File: src/rtl/vram_arbiter.sv
// vram_arbiter: shares one single-port text VRAM between VGA fetch, CPU and keyboard echo.
// VGA always wins. Define VRAM_ARB_RR_EN for CPU/KBD round-robin; otherwise CPU > KBD.
module vram_arbiter #(
  parameter int AW           = 13,
  parameter int DW           = 16,
  parameter int STARVE_LIMIT = 64
) (
  input  logic          clk_i,
  input  logic          clrn_i,
  input  logic          vga_req_i,
  input  logic [AW-1:0] vga_addr_i,
  output logic          vga_valid_o,
  output logic [DW-1:0] vga_data_o,
  input  logic          cpu_req_i,
  input  logic          cpu_we_i,
  input  logic [AW-1:0] cpu_addr_i,
  input  logic [DW-1:0] cpu_wdata_i,
  output logic          cpu_ack_o,
  output logic [DW-1:0] cpu_rdata_o,
  input  logic          kbd_req_i,
  input  logic [AW-1:0] kbd_addr_i,
  input  logic [DW-1:0] kbd_wdata_i,
  output logic          kbd_ack_o,
  output logic [AW-1:0] ram_addr_o,
  output logic          ram_we_o,
  output logic [DW-1:0] ram_wdata_o,
  input  logic [DW-1:0] ram_rdata_i,
  output logic          starve_o
);

  typedef enum logic [2:0] {G_NONE, G_VGA, G_CPU_RD, G_CPU_WR, G_KBD} grant_e;

  localparam int CW = $clog2(STARVE_LIMIT + 1);
  localparam logic [CW-1:0] LIMIT = CW'(STARVE_LIMIT);

  grant_e      last_grant_q;
  grant_e      grant_d;
  logic        vga_valid_q;
  logic        cpu_ack_q;
  logic        kbd_ack_q;
  logic        starve_q;
  logic        cpu_elig;
  logic        kbd_elig;
  logic        cpu_win;
  logic        kbd_win;
  logic [1:0]  req_vec;
  logic [1:0]  elig_vec;
  logic [1:0]  win_vec;
  logic [1:0]  hit_limit;

  // A held request is masked during its own ack cycle so it cannot be re-granted at N+1.
  assign cpu_elig = cpu_req_i && (last_grant_q != G_CPU_RD) && (last_grant_q != G_CPU_WR);
  assign kbd_elig = kbd_req_i && (last_grant_q != G_KBD);

`ifdef VRAM_ARB_RR_EN
  logic rr_ptr_q;  // 0: CPU preferred, 1: KBD preferred

  always_comb begin
    cpu_win = 1'b0;
    kbd_win = 1'b0;
    if (!vga_req_i) begin
      if (cpu_elig && kbd_elig) begin
        cpu_win = !rr_ptr_q;
        kbd_win = rr_ptr_q;
      end else begin
        cpu_win = cpu_elig;
        kbd_win = kbd_elig;
      end
    end
  end

  always_ff @(posedge clk_i) begin
    if (!clrn_i) begin
      rr_ptr_q <= 1'b0;
    end else if (cpu_win) begin
      rr_ptr_q <= 1'b1;
    end else if (kbd_win) begin
      rr_ptr_q <= 1'b0;
    end
  end
`else
  assign cpu_win = !vga_req_i && cpu_elig;
  assign kbd_win = !vga_req_i && !cpu_elig && kbd_elig;
`endif

  always_comb begin
    grant_d = G_NONE;
    if (vga_req_i)    grant_d = G_VGA;
    else if (cpu_win) grant_d = cpu_we_i ? G_CPU_WR : G_CPU_RD;
    else if (kbd_win) grant_d = G_KBD;
  end

  always_comb begin
    ram_addr_o  = '0;
    ram_we_o    = 1'b0;
    ram_wdata_o = '0;
    case (grant_d)
      G_VGA:    ram_addr_o = vga_addr_i;
      G_CPU_RD: ram_addr_o = cpu_addr_i;
      G_CPU_WR: begin
        ram_addr_o  = cpu_addr_i;
        ram_we_o    = 1'b1;
        ram_wdata_o = cpu_wdata_i;
      end
      G_KBD: begin
        ram_addr_o  = kbd_addr_i;
        ram_we_o    = 1'b1;
        ram_wdata_o = kbd_wdata_i;
      end
      default: ;
    endcase
  end

  assign req_vec  = {kbd_req_i, cpu_req_i};
  assign elig_vec = {kbd_elig, cpu_elig};
  assign win_vec  = {kbd_win, cpu_win};

  // Wait counters: index 0 = CPU, 1 = KBD. A withdrawn request clears its count.
  genvar gi;
  for (gi = 0; gi < 2; gi++) begin : g_wait
    logic [CW-1:0] wait_q;
    logic [CW-1:0] wait_d;

    always_comb begin
      wait_d = wait_q;
      if (!req_vec[gi] || win_vec[gi]) begin
        wait_d = '0;
      end else if (elig_vec[gi] && (wait_q != LIMIT)) begin
        wait_d = wait_q + CW'(1);
      end
    end

    assign hit_limit[gi] = (wait_d == LIMIT);

    always_ff @(posedge clk_i) begin
      if (!clrn_i) wait_q <= '0;
      else         wait_q <= wait_d;
    end
  end

  always_ff @(posedge clk_i) begin
    if (!clrn_i) begin
      last_grant_q <= G_NONE;
      vga_valid_q  <= 1'b0;
      cpu_ack_q    <= 1'b0;
      kbd_ack_q    <= 1'b0;
      starve_q     <= 1'b0;
    end else begin
      last_grant_q <= grant_d;
      vga_valid_q  <= (grant_d == G_VGA);
      cpu_ack_q    <= (grant_d == G_CPU_RD) || (grant_d == G_CPU_WR);
      kbd_ack_q    <= (grant_d == G_KBD);
      starve_q     <= starve_q | (|hit_limit);
    end
  end

  assign vga_valid_o = vga_valid_q;
  assign vga_data_o  = vga_valid_q ? ram_rdata_i : '0;
  assign cpu_ack_o   = cpu_ack_q;
  assign cpu_rdata_o = (last_grant_q == G_CPU_RD) ? ram_rdata_i : '0;
  assign kbd_ack_o   = kbd_ack_q;
  assign starve_o    = starve_q;

endmodule

File: config.mk
export PLATFORM = sky130hd
export DESIGN_NAME = vram_arbiter
export DESIGN_NICKNAME = d
export VERILOG_FILES = /design/src/rtl/vram_arbiter.sv
export SDC_FILE = /design/constraint.sdc
export NUM_CORES = 1
export LEC_CHECK = 0
export CORE_ASPECT_RATIO = 0.5
export CORE_UTILIZATION = 33
export DETAILED_ROUTE_END_ITERATION = 6
export PLACE_DENSITY_LB_ADDON = 0.25
export SKIP_LAST_GASP = 1
export SLEW_MARGIN = 10
export SYNTH_ARGS = -nofsm -noshare
export SYNTH_HDL_FRONTEND = slang
export SYNTH_SLANG_ARGS = --single-unit
File: constraint.sdc
create_clock -name clk_i -period 2.2 [get_ports clk_i]
set_clock_uncertainty 0.1 [all_clocks]
set_input_delay 0.22 -clock clk_i [delete_from_list [all_inputs] [get_ports clk_i]]
set_output_delay 0.22 -clock clk_i [all_outputs]
set_load 0.01 [all_outputs]
---- After elaboration in Yosys (flattened, before gate mapping) ----
Index checks and enable logic that the tools add are counted.
cells by class
  add/sub/neg operators ................... 2
  equal/unequal tests ..................... 12
  multiplexer cells ....................... 13
  bitwise operators ....................... 1
  reductions and logical operators ........ 18
operator list
  kind                   count
  $pmux W13 S3           1
  $mux W16               2
  $pmux W16 S2           1
  $mux W7                4
  $add A7 B1 Y7 const B  2
  $eq A7 B7 Y1 const B   2
  $ne A7 B7 Y1 const B   2
  $eq A3 B2 Y1 const B   3
  $mux W3                3
  $logic_and A1 B1 Y1    8
  $ne A3 B2 Y1 const B   2
  $reduce_or A2 Y1       3
  $logic_not A1 Y1       4
  $eq A3 B1 Y1 const B   1
  $eq A3 B3 Y1 const B   1
  $logic_or A1 B1 Y1     3
  $ne A3 B3 Y1 const B   1
  $mux W1                2
  $or A1 B1 Y1           1
word-level totals
  flip-flop bits (word level) ............. 21
  bits of input ports ..................... 93
  output and inout bits ................... 66

---- Depth between registers and ports, before layout ----
  word-level depth ........................ 12
  depth in mapped cells ................... 7
  mapped depth without buffers ............ 7

---- Worst setup path before layout ----
OpenSTA, ideal clock, no wires.
  kind .................................... register to register
  from .................................... reg g_wait[1].wait_q[0]
  to ...................................... reg starve_q (netlist: starve_o)
  arrival time ............................ 1.653 ns
  required time ........................... 2.021 ns
  slack ................................... 0.368 ns
  stages on the path, launching flop included .. 7
  path buffers ............................ 0
  period minus slack after synthesis ...... 1.832 ns
  cells stage by stage .................... dfxtp_1 > ha_1 > xor2_1 > or4b_1 > a221oi_2 > o2111ai_1 > o211ai_1
between the ends
  cells in the longest elaborated chain, start to end .. 7
  elaborated cells between the ends (all ways) .. 8
RTL lines
  item                                                                   line  source
  start, declared                                                        121   logic [CW-1:0] wait_q;
  start signal, assigned                                                 137   else wait_q <= wait_d;
  parallel branches: the longest is 2 deep, another holds $add A7 B1 Y7  n/a
  $mux W7 (*)                                                            128   end else if (elig_vec[gi] && (wait_q != LIMIT)) begin
  $mux W7 (*)                                                            126   if (!req_vec[gi] || win_vec[gi]) begin
  $eq A7 B7 Y1 (*)                                                       133   assign hit_limit[gi] = (wait_d == LIMIT);
  $reduce_or A2 Y1 (*)                                                   153   starve_q <= starve_q | (|hit_limit);
  $or A1 B1 Y1 (*)                                                       153
  end signal, assigned                                                   153
  end, declared                                                          41    logic starve_q;
Every way passes the cells marked *.
A chain may end at the register's enable or synchronous reset.

---- Final worst setup path ----
  from .................................... in kbd_req_i
  to ...................................... out ram_wdata_o[12]
between the ends
  cells in the longest elaborated chain, start to end .. 7
  elaborated cells between the ends (all ways) .. 8
RTL lines
  item                                          line  source
  start, declared                               20    input logic kbd_req_i,
  $logic_and A1 B1 Y1 (*)                       53    assign kbd_elig = kbd_req_i && (last_grant_q != G_KBD);
  $logic_and A1 B1 Y1 (*)                       83    assign kbd_win = !vga_req_i && !cpu_elig && kbd_elig;
  $mux W3 (*)                                   90    else if (kbd_win) grant_d = G_KBD;
  $mux W3 (*)                                   89    else if (cpu_win) grant_d = cpu_we_i ? G_CPU_WR : G_CPU_RD;
  $mux W3 (*)                                   88    if (vga_req_i) grant_d = G_VGA;
  $eq A3 B3 Y1 or $eq A3 B2 Y1 (tied branches)  97    case (grant_d)
  $pmux W16 S2 (*)                              97
  end, declared                                 26    output logic [DW-1:0] ram_wdata_o,
Every way passes the cells marked *; elsewhere a longest branch is shown, timed or not.

==> flow_metrics.py <==
metrics = {
    "synthesis": {
        "synthDistinctLibCells": 53,
        "synth_commonest_cells": "and2_1, nand2_1, dfxtp_1",
        "synth-async-reset-ratio": 0,
        "adder_cell_share_of_the_synthesized_area": 0.02618,
        "synth_area_leader_cell": "dfxtp_1",
        "avgSynthCellArea_um2": 7.678,
        "combinational_family_with_the_most_area_after_synthesis": "simple AND/OR/NAND/NOR gates",
        "yosysMostFrequentCell": "and2_1",
        "synth_edf_count": 0,
        "synthesis.yosys.warnings": 0,
        "postSynthRegisterBits": 21,
        "synth_flop_cell": "dfxtp_1",
        "synthesis.area_um2": 1912,
        "synthMuxAreaShare": 0.02683,
        "basic_gate_share_of_the_synthesized_area_counting_and_or_nand_and_nor_cells": 0.3724,
        "yosysTopAreaCellShare": 0.2199,
        "synth_area_leaders": "dfxtp_1, and2_1, a22o_1",
        "gate_count_post_synth": 249,
        "seq_area_frac_synth": 0.2199,
        "syn-num-nets": 346,
        "xor_xnor_portion_of_the_synthesized_cell_area": 0.05039,
        "synth_compound_gate_area_share": 0.2461,
    },
    "global_routing": {
        "grt_start_max_net_pins": 27,
        "vias_in_the_first_global_route": 2331,
        "grt_first_pass_wirelength_um": 11300,
        "track_usage": 0.2337,
        "grt.overflow.total": 0,
        "antenna_violations_before_repair": 0,
    },
    "detailed_routing": {
        "routed-via-count": 2486,
        "routedWlPerCell_um": 15.33,
        "number_of_remaining_drc_errors": 0,
        "routed_wl_um": 7604,
        "detail_route.vias_per_cell": 5.012,
        "1st_pass_router_iterations": 4,
        "drt_iter0_markers": 169,
        "detail-route-antenna-nets": 0,
    },
    "floorplan": {
        "die-height_um": 55.82,
        "die_w_um": 109.6,
        "top_level_port_count": 159,
        "row_count": 19,
        "dieArea_um2": 6120,
        "floorplan.initialDensity": 0.3452,
        "core_area_um2": 5539,
    },
    "timing": {
        "part_of_the_cycle_the_worst_path_needs": 1.054,
        "rsz0062_at_grt": "yes",
        "timing_worst_slew_pin_value_ns": 0.5243,
        "report.final.slew_viol_count": 0,
        "maximum_achievable_frequency_mhz": 431.1,
        "post-route-min-period_ns": 2.320,
        "fin_worst_setup_slack_ns": -0.1197,
        "setup_viol_count_final": 2,
        "final-hold-violation-count": 0,
        "hold_slack_final_ns": 0.4061,
        "final_sum_of_negative_setup_slack_ns": -0.2331,
        "slew_headroom": 0.6489,
    },
    "flow_run": {
        "number_of_violations_of_the_max_capacitance_limit": 0,
    },
    "worst_setup_path": {
        "critPathRequiredTime_ns": 1.88,
        "critPathLaunch": "kbd_req_i",
        "timing.critical_path.fanout_max": 18,
        "r2r_start": "g_wait[1].wait_q[0]",
        "regToRegEndpoint": "starve_o",
        "rrSetupSlack_ns": 0.18,
        "timing.reg2reg.worst_path_depth": 6,
        "worstSetupPathType": "primary input to primary output",
        "endpoint_kind": "primary output",
        "critical_path.startpoint_type": "primary input",
        "worst_ep_arrival_time_ns": 2.00,
    },
    "layout": {
        "postLayoutCoreUtil": 0.7070,
        "area_growth_pct": 104.8,
        "antenna_cells": 0,
        "stdcell_count": 496,
        "finish.net_count": 521,
        "post_route_cells_drive_above_1_share": 0.1229,
        "number_of_fillers_in_the_final_layout": 433,
    },
    "place": {
        "globalplace.congestion": 0.8167,
        "post-dp-hpwl_um": 5893,
        "place_worst_setup_slack_ns": -0.2305,
        "number_of_buffers_added_on_ports": 158,
        "post-place-cells": 485,
    },
    "power_and_ir_drop": {
        "share_seq_of_total_power": 0.305,
        "power.share.switching": 0.2599,
        "netSwitchingPower_mw": 0.3379,
        "power.static_leakage_nw": 1.993,
        "power.density_nw_per_um2": 332.0,
        "worst_ir_drop_vdd_v": 0.0002624,
        "comb_power_share": 0.396,
        "p_clk_frac": 0.298,
        "internal_power_mw": 0.9622,
    },
    "clock_tree": {
        "cts_buffer_depth": 2,
        "holdBufCountCts": 0,
        "cts.clk_slew.worst_paths_ns": 0.06,
        "number_of_clock_sinks_seen_by_cts": 21,
        "tritoncts": "built",
        "htree_levels": 1,
        "clockRootBuffer": "clkbuf_16",
        "cts-buffers-inserted": 3,
        "clk_latency_ns": 0.26,
    },
    "hold_path": {
        "timing.hold.worst.class": "flip-flop to flip-flop",
        "whs_path_depth": 2,
        "hp_start": "starve_o",
        "min_to": "starve_o",
    },
    "outcome": {
        "status": "finished, violations left",
        "violated_checks": "setup timing",
    },
}
-- power by group through the flow --
| stage | logic, mW | registers [mW] | clock network [mW] |
|---|---|---|---|
| 5_1_grt | 0.549 | 0.399 | 0.408 |
| 6_report | 0.515 | 0.397 | 0.388 |
| 4_1_cts | 0.512 | 0.397 | 0.394 |
| 3_5_place_dp | 0.517 | 0.405 | 0 |
| 2_1_floorplan | 0.181 | 0.402 | 0 |
| 3_3_place_gp | 0.507 | 0.404 | 0 |
-- worst max-delay path, cell delays in order --
cell and delay, ns:
clkdlybuf4s50_1 0.48, inv_1 0.10, a211oi_2 0.19, and2_4 0.19, buf_12 0.13, a22o_1 0.15
clkdlybuf4s50_1 0.53
-- metrics by stage --
| stage | power, mW | instance area [µm²] |
|---|---|---|
| after global placement | 0.9112 | 3704 |
| after detailed placement | 0.9216 | 3704 |
| after CTS | 1.303 | 3805 |
| final | 1.300 | 3916 |
| after global routing | 1.355 | 3916 |
| after floorplan | 0.5835 | 1912 |
-- cell type report --
type	count	area, µm²	share of cell area
repair buffers	186	1891	0.4827
multi-input cells	206	1406	0.3591
flip-flops and latches	21	425.4	0.1086
well taps	73	91.34	0.02332
clock buffers	3	75.07	0.01917
inverters	6	22.52	0.005751
clock inverters	1	5.005	0.001278
-- sequential cells by signal, indices dropped and copies added, names as in the netlist --
register,cells
starve_o,1
cpu_ack_o,1
last_grant_q,3
vga_valid_o,1
kbd_ack_o,1
g_wait.wait_q,14
-- cell usage in the layout, fill, tap and decap left out, types with 6 or more instances in the layout --
| master | count |
|---|---|
| clkdlybuf4s50_1 | 114 |
| and2_1 | 34 |
| dlymetal6s2s_1 | 24 |
| nand2_1 | 23 |
| buf_4 | 22 |
| dfxtp_1 | 19 |
| dlygate4sd2_1 | 18 |
| a21oi_1 | 16 |
| a22o_1 | 16 |
| nor2_1 | 16 |
| nand3_1 | 14 |
| a21o_1 | 13 |
| xnor2_1 | 7 |
| inv_1 | 6 |
| nor3_1 | 6 |
-- cells by family (layout without fill, tap and decap cells) --
logic type | Yosys count | in the layout
xor gates and xnor gates | 11 | 11
buffers and inverters | 22 | 196
muxes | 5 | 5
and+or+nand+nor | 124 | 124
adders and majority gates | 4 | 4
AOI/OAI and AO/OA | 62 | 62
DFF | 21 | 21
-- per-layer routing --
metal	track usage	vias to the layer above	routed length, µm
met2	0.4313	79	3814
met5	0	-	0
met3	0.02693	9	494
met4	0.05143	0	84
li1	-	1225	-
met1	0.2900	1173	3211
-- what timing repair did --
item	4_1_cts	5_1_grt
cloned	0	0
pin swaps	2	1
resized for setup	23	34
setup endpoints to repair	42	41
buffers inserted	5	2
-- worst max-delay path by stage --
| stage | to | slack, ns |
|---|---|---|
| after CTS | ram_addr_o[5] | -0.14 |
| after global routing | ram_addr_o[3] | -0.20 |
| after global placement | ram_wdata_o[13] | -0.14 |
| after floorplan | starve_o | 0.37 |
| after detailed placement | ram_wdata_o[3] | -0.23 |
| final | ram_wdata_o[12] | -0.12 |
Note: power is estimated with default switching activity, not from simulation.
